**src/rtl/vga_pkg.sv**
```systemverilog
// Shared VGA definitions: active area, cursor geometry, colours and the
// timing bus that travels alongside every pixel through the draw pipeline.
package vga_pkg;

  localparam int H_ACTIVE = 1024;
  localparam int V_ACTIVE = 768;

  localparam int ARM_LEN = 8;   // arm reach from centre, inclusive
  localparam int GAP     = 2;   // undrawn pixels next to the centre dot

  localparam logic [11:0] CROSS_COLOR = 12'hF00;
  localparam logic [11:0] CLICK_COLOR = 12'hFF0;

  localparam logic [10:0] X_MAX = 11'(H_ACTIVE - 1);
  localparam logic [10:0] Y_MAX = 11'(V_ACTIVE - 1);

  typedef struct packed {
    logic [10:0] hcount;
    logic [10:0] vcount;
    logic        hsync;
    logic        vsync;
    logic        hblnk;
    logic        vblnk;
  } vga_bus;

  // Saturate a 12-bit mouse coordinate to the last visible pixel.
  function automatic logic [10:0] clamp_pos(input logic [11:0] pos,
                                            input logic [10:0] max_pos);
    return (pos > {1'b0, max_pos}) ? max_pos : pos[10:0];
  endfunction

  // Magnitude of a signed 13-bit distance; the result never exceeds 2047.
  function automatic logic [11:0] abs13(input logic signed [12:0] v);
    return v[12] ? 12'(-v) : 12'(v);
  endfunction

endpackage

```
**src/rtl/vga_delay.sv**
```systemverilog
// Fixed-depth delay line for the VGA timing bus and its pixel colour, used to
// keep pass-through timing aligned with the draw pipeline.
module vga_delay
  import vga_pkg::*;
#(
  parameter int DEPTH = 2
) (
  input  logic        clk,
  input  logic        rst,
  input  vga_bus      bus_in,
  input  logic [11:0] rgb_in,
  output vga_bus      bus_out,
  output logic [11:0] rgb_out
);

  vga_bus      bus_pipe [DEPTH];
  logic [11:0] rgb_pipe [DEPTH];

  // Shift the bus and colour one stage per clock.
  // NOTE: every stage is cleared on reset because the outputs must read 0
  // while reset is held; a plain delay line could skip this reset.
  always_ff @(posedge clk) begin
    if (rst) begin
      for (int i = 0; i < DEPTH; i++) begin
        bus_pipe[i] <= '0;
        rgb_pipe[i] <= '0;
      end
    end else begin
      bus_pipe[0] <= bus_in;
      rgb_pipe[0] <= rgb_in;
      for (int i = 1; i < DEPTH; i++) begin
        bus_pipe[i] <= bus_pipe[i-1];
        rgb_pipe[i] <= rgb_pipe[i-1];
      end
    end
  end

  assign bus_out = bus_pipe[DEPTH-1];
  assign rgb_out = rgb_pipe[DEPTH-1];

endmodule

```
**src/rtl/mouse_crosshair_draw.sv**
```systemverilog
// Crosshair cursor overlay. Mouse position and button are captured once per
// frame on the rising edge of vblnk, then a two-stage pipeline compares every
// pixel against the captured centre and replaces hits with the cursor colour.
module mouse_crosshair_draw
  import vga_pkg::*;
(
  input  logic        clk,
  input  logic        rst,
  input  logic [11:0] xpos_mouse,
  input  logic [11:0] ypos_mouse,
  input  logic        mouse_left,
  input  logic [10:0] hcount_in,
  input  logic [10:0] vcount_in,
  input  logic        hsync_in,
  input  logic        vsync_in,
  input  logic        hblnk_in,
  input  logic        vblnk_in,
  input  logic [11:0] rgb_in,
  output logic [10:0] hcount_out,
  output logic [10:0] vcount_out,
  output logic        hsync_out,
  output logic        vsync_out,
  output logic        hblnk_out,
  output logic        vblnk_out,
  output logic [11:0] rgb_out
);

  localparam logic [11:0] GAP_W = 12'(GAP);
  localparam logic [11:0] ARM_W = 12'(ARM_LEN);

  // Frame-latched cursor state.
  logic [10:0] cur_x;
  logic [10:0] cur_y;
  logic        cur_click;
  logic        vblnk_prev;
  logic        armed;        // set once vblnk has been seen low after reset
  logic        latch_en;

  // A vblnk that is already high when reset releases is not a new frame:
  // armed stays low until vblnk has been observed low at least once.
  assign latch_en = vblnk_in & ~vblnk_prev & armed;

  // Capture mouse position and button on the vblnk rising edge only.
  // NOTE: state registers use non-blocking assignments so every flop samples
  // the pre-edge values, independent of statement order.
  always_ff @(posedge clk) begin
    if (rst) begin
      cur_x      <= 11'(H_ACTIVE / 2);
      cur_y      <= 11'(V_ACTIVE / 2);
      cur_click  <= 1'b0;
      vblnk_prev <= 1'b0;
      armed      <= 1'b0;
    end else begin
      vblnk_prev <= vblnk_in;
      armed      <= armed | ~vblnk_in;
      if (latch_en) begin
        cur_x     <= clamp_pos(xpos_mouse, X_MAX);
        cur_y     <= clamp_pos(ypos_mouse, Y_MAX);
        cur_click <= mouse_left;
      end
    end
  end

  // Signed distances so arms clip at the border instead of wrapping.
  logic signed [12:0] dx;
  logic signed [12:0] dy;

  assign dx = $signed({2'b00, hcount_in}) - $signed({2'b00, cur_x});
  assign dy = $signed({2'b00, vcount_in}) - $signed({2'b00, cur_y});

  logic [11:0] adx_d1;
  logic [11:0] ady_d1;
  logic        dx_zero_d1;
  logic        dy_zero_d1;
  logic        visible_d1;
  logic        click_d1;

  // Stage 1: register distance magnitudes, blanking and the cursor colour
  // select that belongs to this pixel.
  always_ff @(posedge clk) begin
    if (rst) begin
      adx_d1     <= '0;
      ady_d1     <= '0;
      dx_zero_d1 <= 1'b0;
      dy_zero_d1 <= 1'b0;
      visible_d1 <= 1'b0;
      click_d1   <= 1'b0;
    end else begin
      adx_d1     <= abs13(dx);
      ady_d1     <= abs13(dy);
      dx_zero_d1 <= (dx == 13'sd0);
      dy_zero_d1 <= (dy == 13'sd0);
      visible_d1 <= ~hblnk_in & ~vblnk_in;
      click_d1   <= cur_click;
    end
  end

  logic hit;

  // Stage 2 hit test: horizontal arm, vertical arm or centre dot.
  // NOTE: hit gets a default before any condition so no latch is inferred.
  always_comb begin
    hit = 1'b0;
    if (dy_zero_d1 && (adx_d1 > GAP_W) && (adx_d1 <= ARM_W)) hit = 1'b1;
    if (dx_zero_d1 && (ady_d1 > GAP_W) && (ady_d1 <= ARM_W)) hit = 1'b1;
    if (dx_zero_d1 && dy_zero_d1)                            hit = 1'b1;
  end

  logic        draw_d2;
  logic [11:0] color_d2;

  // Stage 2 register: draw decision and cursor colour for this pixel.
  always_ff @(posedge clk) begin
    if (rst) begin
      draw_d2  <= 1'b0;
      color_d2 <= '0;
    end else begin
      draw_d2  <= hit & visible_d1;
      color_d2 <= click_d1 ? CLICK_COLOR : CROSS_COLOR;
    end
  end

  // Timing and background colour ride a two-deep delay line beside the
  // pipeline; the final mux sits directly on registered signals.
  vga_bus      bus_in;
  vga_bus      bus_d2;
  logic [11:0] rgb_d2;

  assign bus_in = '{hcount: hcount_in, vcount: vcount_in, hsync: hsync_in,
                    vsync: vsync_in, hblnk: hblnk_in, vblnk: vblnk_in};

  vga_delay #(.DEPTH(2)) u_delay (
    .clk     (clk),
    .rst     (rst),
    .bus_in  (bus_in),
    .rgb_in  (rgb_in),
    .bus_out (bus_d2),
    .rgb_out (rgb_d2)
  );

  assign hcount_out = bus_d2.hcount;
  assign vcount_out = bus_d2.vcount;
  assign hsync_out  = bus_d2.hsync;
  assign vsync_out  = bus_d2.vsync;
  assign hblnk_out  = bus_d2.hblnk;
  assign vblnk_out  = bus_d2.vblnk;
  assign rgb_out    = draw_d2 ? color_d2 : rgb_d2;

endmodule

```
**config.mk**
```make
export PLATFORM = sky130hd
export DESIGN_NAME = mouse_crosshair_draw
export DESIGN_NICKNAME = d
export VERILOG_FILES = /design/src/rtl/vga_pkg.sv /design/src/rtl/vga_delay.sv /design/src/rtl/mouse_crosshair_draw.sv
export SDC_FILE = /design/constraint.sdc
export NUM_CORES = 1
export LEC_CHECK = 0
export CAP_MARGIN = 20
export CORE_UTILIZATION = 56
export DETAILED_ROUTE_END_ITERATION = 8
export GPL_TIMING_DRIVEN = 0
export PLACE_DENSITY = 0.85
export RECOVER_POWER = 25
export SLEW_MARGIN = 20
export SYNTH_ARGS = -nofsm -noshare
export SYNTH_HDL_FRONTEND = slang
export SYNTH_SLANG_ARGS = --single-unit
```
**constraint.sdc**
```tcl
create_clock -name clk -period 4.6 [get_ports clk]
set_input_delay 0.46 -clock clk [delete_from_list [all_inputs] [get_ports clk]]
set_output_delay 0.46 -clock clk [all_outputs]
set_load 0.02 [all_outputs]
```
# Word level (Yosys, flattened, before mapping)
# Memory sizes are Yosys's and may differ from the RTL's.
# Cells that the tools add are included.
dict set report op_classes {
  addsub 4
  n_lt_le_gt_ge 6
  n_mux 16
  n_bitwise 12
  n_reduce_logical 7
}
# operator count
set ops {}
lappend ops {{12-bit 2-to-1 mux} 5}
lappend ops {{26-bit 2-to-1 mux} 2}
lappend ops {{13-bit zero test} 2}
lappend ops {{12-bit by 10-bit greater-than comparator with 1-bit output (second input constant)} 2}
lappend ops {{12-bit by 2-bit greater-than comparator with 1-bit output (second input constant)} 2}
lappend ops {{12-bit by 4-bit <= comparator with 1-bit output (second input constant)} 2}
lappend ops {{12-bit negation} 2}
lappend ops {{11-bit by 11-bit subtractor with 12-bit output} 2}
lappend ops {{11-bit 2-to-1 mux} 2}
lappend ops {{8-bit 2-to-1 mux} 1}
lappend ops {{1-bit 2-to-1 mux} 6}
lappend ops {{1-bit logical AND} 5}
lappend ops {{1-bit bitwise OR} 5}
lappend ops {{1-bit AND} 4}
lappend ops {{1-bit NOT} 3}
dict set report word_totals {
  reg_bits 66
  ram_bits 76
  memories 2
}
# memory words word_bits rd rd_ports_with_merged_regs write_ports line
set mem_list {}
lappend mem_list {u_delay.bus_pipe 2 26 2 0 2 vga_delay.sv:16} ;# vga_bus bus_pipe [DEPTH];
lappend mem_list {u_delay.rgb_pipe 2 12 2 0 2 vga_delay.sv:17} ;# logic [11:0] rgb_pipe [DEPTH];

# Depth between registers and ports, before layout
# Gate-level depths: netlist (run 1).
dict set report logic_depth {
  depth_word 7
  mapped_depth 11
  ltp_nobuf 11
}

# Modules after synthesis
# From an unflattened synthesis (run 1), not the netlist that was laid out.
dict set report unflattened {
  hier_cells 620
  area_unflattened_um2 5804.3
}
# module instances cells_per_inst area_per_inst_um2 seq_area_each_um2
set by_module_without_submodules {}
lappend by_module_without_submodules {mouse_crosshair_draw 1 422 3454.6 1121.1}
lappend by_module_without_submodules {vga_delay 1 198 2349.8 1521.5}

# Worst setup path before layout (run 1)
# Ideal clock, no wire load.
dict set report synth_path {
  path_type {input port to flip-flop}
  from {in vcount_in[0]}
  to {reg dy_zero_d1}
  arrival_ns 2.424
  required_time_ns 4.527
  setup_slack_ns 2.102
  stages 11
  cell_sequence {inv_1 -> ha_1 -> inv_1 -> fa_1 -> a21oi_1 -> o21ai_1 -> a21oi_1 -> xor2_1 -> nand4_2 -> or3_4 -> nor3_2}
}
dict set report synth_via {
  elab_chain_cells 2
}
# element line
set synth_lines {}
lappend synth_lines {{start, declared} mouse_crosshair_draw.sv:13} ;# input logic [10:0] vcount_in,
lappend synth_lines {{11-bit by 11-bit subtractor with 12-bit output} mouse_crosshair_draw.sv:69} ;# assign dy = $signed({2'b00, vcount_in}) - $signed({2'b00, cur_y});
lappend synth_lines {{13-bit zero test} mouse_crosshair_draw.sv:92} ;# dy_zero_d1 <= (dy == 13'sd0);
lappend synth_lines {{end signal, assigned} mouse_crosshair_draw.sv:92}
lappend synth_lines {{end, declared} mouse_crosshair_draw.sv:74} ;# logic dy_zero_d1;
# Every way passes these cells.
# A chain may end at the register's enable or synchronous reset.

# Worst setup path after layout (run 1)
dict set report layout_path {
  from {in vcount_in[0]}
  to {reg ady_d1[11]}
}
dict set report layout_via {
  elab_chain_cells 3
}
# element line
set layout_lines {}
lappend layout_lines {{11-bit by 11-bit subtractor with 12-bit output *} mouse_crosshair_draw.sv:69}
lappend layout_lines {{12-bit negation} vga_pkg.sv:34} ;# return v[12] ? 12'(-v) : 12'(v);
lappend layout_lines {{12-bit 2-to-1 mux *} vga_pkg.sv:34}
lappend layout_lines {{end signal, assigned} mouse_crosshair_draw.sv:90} ;# ady_d1 <= abs13(dy);
lappend layout_lines {{end, declared} mouse_crosshair_draw.sv:72} ;# logic [11:0] ady_d1;
# Every way passes the cells marked *; elsewhere a longest branch is shown, timed or not.

==> metrics, run 1 <==
status completed; Post-synth ARST share 0%; total global-route track usage 26.9%; # placed instances 832; die area 10400 um2; critical-path cell list clkdlybuf4s50_1 -> inv_1 -> ha_1 -> inv_1 -> fa_1 -> a21oi_1 -> o21ai_1 -> a21oi_1 -> xor2_1 -> nand4_2 -> or3_4 -> nor2_1; vias in the first global route 4511; Slowest cell on crit path xor2_1; Die X 102 um; Mean Syn Cell Area 9.35 um2; Initial DRC Count 205; most common cell after layout, fill and taps aside dfxtp_1; commonest cells after routing, fill and taps aside dfxtp_1, clkdlybuf4s50_1, nor2b_1, nor2_1, inv_1; Final GP Congestion 0.867; worst stage delay on the critical path 0.46 ns; # DRC 0; r2r worst-path depth 10; crit path capture type register; input/output buffers 101; post-CTS resize count 0; GR met1 Demand/Resource 30.9%; CP arrival 3.28 ns; ratio of final minimum period to clock period 61.6%; hold depth 2; Reg clk slew, reported paths 0.06 ns; RR Endpoint ady_d1[11]$_SDFF_PP0_; Power Dens Cells 416 nW/um2; Initial Util 57.5%; total clock buffers created by CTS 17; Static Leak 2.93 nW; antenna cells 0; hold crit path type primary input to register; gr ovfl total 0; busiest grt layer met2; # setup viols final 0; largest net degree at the start of global routing 17; met2 GRT Util 47.9%; clock net sink count 131; initial antenna violation count 0; post-synthesis cell type count 49; syn_nets 689; Hold Crit Start rst; Reg2Reg Setup Slack 1.87 ns; FF-to-FF Start cur_y[0]$_SDFFE_PP0P_; Crit path max-delay family simple AND/OR/NAND/NOR gates; synthesized flop and latch total 131; Startpoint Class primary input; Clock H-tree levels 4; Post-synth EDFFs 0; post-DP HPWL 9340 um; unrepaired setup endpoints after global routing false; drt total wl 13300 um; Hold Path Sink u_delay.bus_pipe[0][29]$_SDFF_PP0_; CTS tree built; Hold Buf Count CTS 0; die height 102 um; Hold Fails Final Rpt 0; Avg Vias per Cell 5.27; 1st-pass router iterations 5; clk buf depth 2; Seq/Total Area, Yosys 46.9%; MaxCap Viol Count 0; clk_skew 0.0104 ns; Worst Tran Pin Value 0.646 ns; met3 usage 5.68%; top cells by area, synth dfxtp_1, nor2b_1, ha_1; post-layout minimum cycle time 2.83 ns; f_max 353 MHz; top-level I/O count 103; WL per Instance 15.4 um; total negative slack 0 ns; relative max-transition margin 56.9%; clk root buf clkbuf_8; final-stage net count 809; DRT antenna net count 0; floorplan core area 9730 um2; Mapped Area 5590 um2; Finished Layout Cells 864; Data required, critical path 5.05 ns; Synth area leader dfxtp_1; total number of placement rows 36; share of cells above drive strength 1 11.8%; postcts setup bufs 0; Max FO, Critical Path 5; Cells after Synth 598; warnings from Yosys 0; Worst-Skew Late Latency 0.53 ns; global-route wire length before repair 21300 um; CP bufs+invs 3; routed via count 4553; critical path class primary input to register; Synth top area share 46.9%; VDD IR-drop max 0.000243 V; area grow syn2layout 31.5%; Pins Over Slew Limit 0; ys flop type dfxtp_1
-- sequential cells by signal, summed over array words and instances (netlist names) --
name and count:
visible_d1 1, cur_y 11, click_d1 1, u_delay.bus_pipe 52
dy_zero_d1 1, adx_d1 12, ady_d1 12, dx_zero_d1 1
armed 1, cur_click 1, u_delay.rgb_pipe 24, color_d2 2
draw_d2 1, cur_x 11
-- cell type report --
class,instances,area [um2]
Inverter,40,150
Sequential cell,131,2620
Tap cell,133,166
Clock inverter,15,169
Timing Repair Buffer,101,1010
Multi-Input combinational cell,384,2580
Fill cell,651,2370
Buffer,43,244
Clock buffer,17,414
-- synth_stat cells (3+ instances only) --
cell and n:
nor4_1 4, a311oi_1 4, and4_2 4, buf_1 3, nand2_1 30, o221a_2 7
o211ai_1 4, dfxtp_1 131, a211oi_1 12, nor2b_1 80, and3_1 4, inv_1 40
xnor2_1 14, o21ai_1 6, xor2_1 18, buf_4 22, o21bai_1 4, o21ai_0 22
nor3_1 35, ha_1 24, a21oi_1 19, nor2_1 42, clkbuf_1 18, or2_2 6
-- layer usage --
layer | up-vias | part of all wire [%]
met3 | 26 | 4.3
li1 | 2240 | -
met1 | 2160 | 43
met5 | - | 0
met4 | 0 | 2.0
met2 | 127 | 51
-- metrics by stage --
step / hold WS, ns / setup WS [ns] / area (um2) / total power, mW / util [%]
after floorplan: 0.414 / 2.10 / 5590 / 1.58 / -
after global placement: 0.416 / 1.39 / 6770 / 1.73 / 69.6
after detailed placement: 0.424 / 1.27 / 6770 / 1.75 / 69.6
after CTS: 0.371 / 1.82 / 7350 / 3.06 / 75.6
after global routing: 0.394 / 1.57 / 7350 / 3.18 / 75.6
final: 0.355 / 1.77 / 7350 / 3.06 / 75.6
-- where the power goes --
part | internal [mW] | switching [mW] | leakage [nW]
combinational | 0.227 | 0.273 | 1.56
sequential | 1.21 | 0.0252 | 1.08
clock | 0.785 | 0.535 | 0.285
total | 2.22 | 0.833 | 2.93
-- cell families (layout without fill, tap and decap cells) --
kind of cell             count (synthesis)  in the layout  share of synthesized area (%)
XOR/XNOR                                32             32                           5.01
multiplexers                             2              2                          0.358
adder cells (fa/ha/maj)                 26             26                           6.08
AND/OR/NAND/NOR                        224            224                           21.9
AO/OA/AOI/OAI                          100            100                           12.7
flip-flops                             131            131                           46.9
buffers and inverters                   83            216                           7.05
-- worst max path at each step --
stage                       startpoint                     to  slack, ns  cells past startpoint
final                     vcount_in[0]  ady_d1[11]$_SDFF_PP0_       1.77                     12
after global routing      vcount_in[0]   ady_d1[7]$_SDFF_PP0_       1.57                     12
after CTS                 vcount_in[0]  ady_d1[11]$_SDFF_PP0_       1.82                     12
after detailed placement  vcount_in[0]   ady_d1[7]$_SDFF_PP0_       1.27                     12
after global placement    hcount_in[0]  adx_d1[11]$_SDFF_PP0_       1.39                     12
after floorplan           vcount_in[0]  dy_zero_d1$_SDFF_PP0_       2.10                     11
Note: power is estimated with default switching activity, not from simulation.
==> run 2, diff against run 1 <==
CORE_UTILIZATION = 52   (was 56)
PLACE_DENSITY = 0.79   (was 0.85)
clock period = 2.7 ns   (was 4.6 ns; I/O delays follow)
==> run 2 against run 1 <==
Flip-flop and latch count unchanged. Utilization shrank 4.6 points. Largest cell class is now multi-input combinational cells. Total power increased by 63%. First-iteration DRC count fell by 15%. Combinational power increased by 72%. Sequential power rose by 69%. Critical path depth is 2 lower. Via count shrank 1.7%. Sequential share of layout area about the same. Clock power is 54% higher. Register-to-register slack worse by 1.7 ns. Worst hold slack got worse by 0.12 ns.
==> metrics, run 2 (same netlist as run 1, synthesis figures left out) <==
status completed (unchanged); crit path capture type register (unchanged); relative max-transition margin 59.3% (was 56.9%); Final GP Congestion 0.920 (was 0.867); largest net degree at the start of global routing 17 (unchanged); top-level I/O count 103 (unchanged); clock net sink count 131 (unchanged); DRT antenna net count 0 (unchanged); # fillers 800 (was 651); MaxCap Viol Count 0 (unchanged); CTS tree built (unchanged); WL per Instance 14.7 um (was 15.4 um); die area 11200 um2 (was 10400 um2); pre-CTS setup slack -0.345 ns (was 1.27 ns); global-route wire length before repair 21100 um (was 21300 um); Initial DRC Count 174 (was 205); clk root buf clkbuf_8 (unchanged); Worst Tran Pin Value 0.610 ns (was 0.646 ns); max FFs per register 52 (unchanged); # DRC 0 (unchanged); total negative slack 0 ns (unchanged); Final Util 71.0% (was 75.6%); Hold Fails Final Rpt 0 (unchanged); Fin Hold WS 0.240 ns (was 0.355 ns); f_max 393 MHz; clk buf depth 2 (unchanged); total clock buffers created by CTS 17 (unchanged); most common cell after layout, fill and taps aside dfxtp_1 (unchanged); antenna cells 0 (unchanged); die height 106 um (was 102 um); critical path class register to register (was primary input to register); Initial Util 53.9% (was 57.5%); Power Dens Cells 678 nW/um2 (was 416 nW/um2); clk_skew 0.00811 ns (was 0.0104 ns); Avg Vias per Cell 5.16 (was 5.27); sw power 1.37 mW (was 0.833 mW); commonest cells after routing, fill and taps aside dfxtp_1, clkdlybuf4s50_1, nor2b_1, nor2_1, inv_1 (unchanged); post-DP HPWL 9510 um (was 9340 um); VDD IR-drop max 0.000358 V (was 0.000243 V); # setup viols final 0 (unchanged); Static Leak 2.90 nW (was 2.93 nW); initial antenna violation count 0 (unchanged); vias in the first global route 4378 (was 4511); Worst-Skew Late Latency 0.53 ns (about the same); area grow syn2layout 31.6% (was 31.5%); switch share 27.5% (was 27.2%); Data required, critical path 3.10 ns (was 5.05 ns); Clock H-tree levels 4 (unchanged); Hold Crit Start rst (unchanged); Reg2Reg Setup Slack 0.16 ns (was 1.87 ns); post-layout minimum cycle time 2.54 ns; hold crit path type primary input to register (unchanged); Overall Power 4.99 mW (was 3.06 mW); Pins Over Slew Limit 0 (unchanged); Hold Path Sink u_delay.bus_pipe[0][29]$_SDFF_PP0_ (unchanged); r2r worst-path depth 10 (unchanged); floorplan core area 10400 um2 (was 9730 um2); Flop pwr share 42.2% (was 40.5%); final-stage net count 810 (was 809); CP arrival 2.94 ns (was 3.28 ns); gr ovfl total 0 (unchanged); share of total power in combinational logic 17.3% (was 16.4%); Biggest register u_delay.bus_pipe (unchanged); total number of placement rows 37 (was 36); input/output buffers 101 (unchanged); drt total wl 12800 um (was 13300 um); Max FO, Critical Path 4 (was 5); share of cells above drive strength 1 13.1% (was 11.8%); slack of the critical path 0.155 ns (was 1.77 ns); ratio of final minimum period to clock period 94.2%; Hold Buf Count CTS 0 (unchanged); P_int 3.62 mW (was 2.22 mW); Startpoint Class register (was primary input); routed via count 4477 (was 4553); Largest regs u_delay.bus_pipe (52), u_delay.rgb_pipe (24) (unchanged); 1st-pass router iterations 4 (was 5); clock power share 40.6% (was 43.2%); FF-to-FF Start cur_y[0]$_SDFFE_PP0P_ (unchanged); Reg clk slew, reported paths 0.06 ns (about the same); Die X 106 um (was 102 um); RR Endpoint ady_d1[8]$_SDFF_PP0_ (was ady_d1[11]$_SDFF_PP0_); total global-route track usage 24.3% (was 26.9%); hold depth 2 (unchanged)
==> run 2: layout make-up <==
class                      count  area [um2]  area share, %
buffer                        43         244           3.31
clock buffer                  18         428           5.81
timing repair buffer         102        1020           13.8
tap                          136         170           2.31
clock inverter                14         105           1.43
sequential                   131        2620           35.6
inverter                      40         150           2.04
multi-input combinational    384        2630           35.6
==> run 2: worst max-delay path by stage <==
stage | startpoint | to | depth (start not counted)
final | cur_y[0]$_SDFFE_PP0P_ | ady_d1[8]$_SDFF_PP0_ | 10
after global routing | cur_y[0]$_SDFFE_PP0P_ | ady_d1[7]$_SDFF_PP0_ | 10
after CTS | cur_x[0]$_SDFFE_PP0P_ | dx_zero_d1$_SDFF_PP0_ | 10
after detailed placement | hcount_in[0] | dx_zero_d1$_SDFF_PP0_ | 12
after global placement | hcount_in[0] | dx_zero_d1$_SDFF_PP0_ | 12
after floorplan | vcount_in[0] | dy_zero_d1$_SDFF_PP0_ | 11
==> run 2: through the flow <==
| step | instance area [um2] | cells |
|---|---|---|
| 6_report | 7360 | 868 |
| 3_3_place_gp | 6780 | 835 |
| 5_1_grt | 7360 | 868 |
| 4_1_cts | 7310 | 867 |
| 2_1_floorplan | 5590 | 598 |
| 3_5_place_dp | 6780 | 835 |
==> run 2: timing repair <==
action | in CTS | in global routing
resized for setup | 0 | 9
buffers inserted | 0 | 1
endpoints found under the setup margin | 0 | 14
==> run 2: layer usage <==
layer | routed length [um] | vias to the layer above | GRT usage, %
met4 | 225 | 0 | 9.52
li1 | - | 2244 | -
met5 | 0 | - | 0
met3 | 588 | 18 | 4.89
met1 | 5870 | 2098 | 31.2
met2 | 6100 | 117 | 40.1
==> run 2: worst max-delay path, stage by stage (launching register included) <==
cell and delay (ns):
dfxtp_1 0.34, ha_1 0.16, inv_1 0.05, fa_1 0.43, a21oi_2 0.20, o21bai_1 0.09, xor2_1 0.40, nor3_1 0.15
a311oi_1 0.36, xor2_1 0.18, nor2_1 0.05
==> run 2: power groups by stage <==
stage | Sequential (mW) | Clock [mW] | Combinational [mW]
final | 2.10 | 2.03 | 0.862
after global routing | 2.12 | 2.14 | 0.947
after CTS | 2.11 | 2.04 | 0.838
after floorplan | 2.14 | 0 | 0.555
after detailed placement | 2.15 | 0 | 0.827
after global placement | 2.14 | 0 | 0.809
==> run 3, diff against run 2 <==
--- a/config.mk
+++ b/config.mk
@@ -10,4 +10,5 @@
 export DETAILED_ROUTE_END_ITERATION = 8
 export GPL_TIMING_DRIVEN = 0
+export HOLD_SLACK_MARGIN = 0.1
 export PLACE_DENSITY = 0.79
 export RECOVER_POWER = 25
==> constraint.sdc (replaced) <==
create_clock -name clk -period 2.7 [get_ports clk]
set_input_delay 0.27 -clock clk [delete_from_list [all_inputs] [get_ports clk]]
set_output_delay 0.27 -clock clk [all_outputs]
set_load 0.01 [all_outputs]
==> results of run 3 <==
The final DEF is identical to that of run 2. Status: completed.
Main changes from that run: total power 4.99 mW -> 4.98 mW
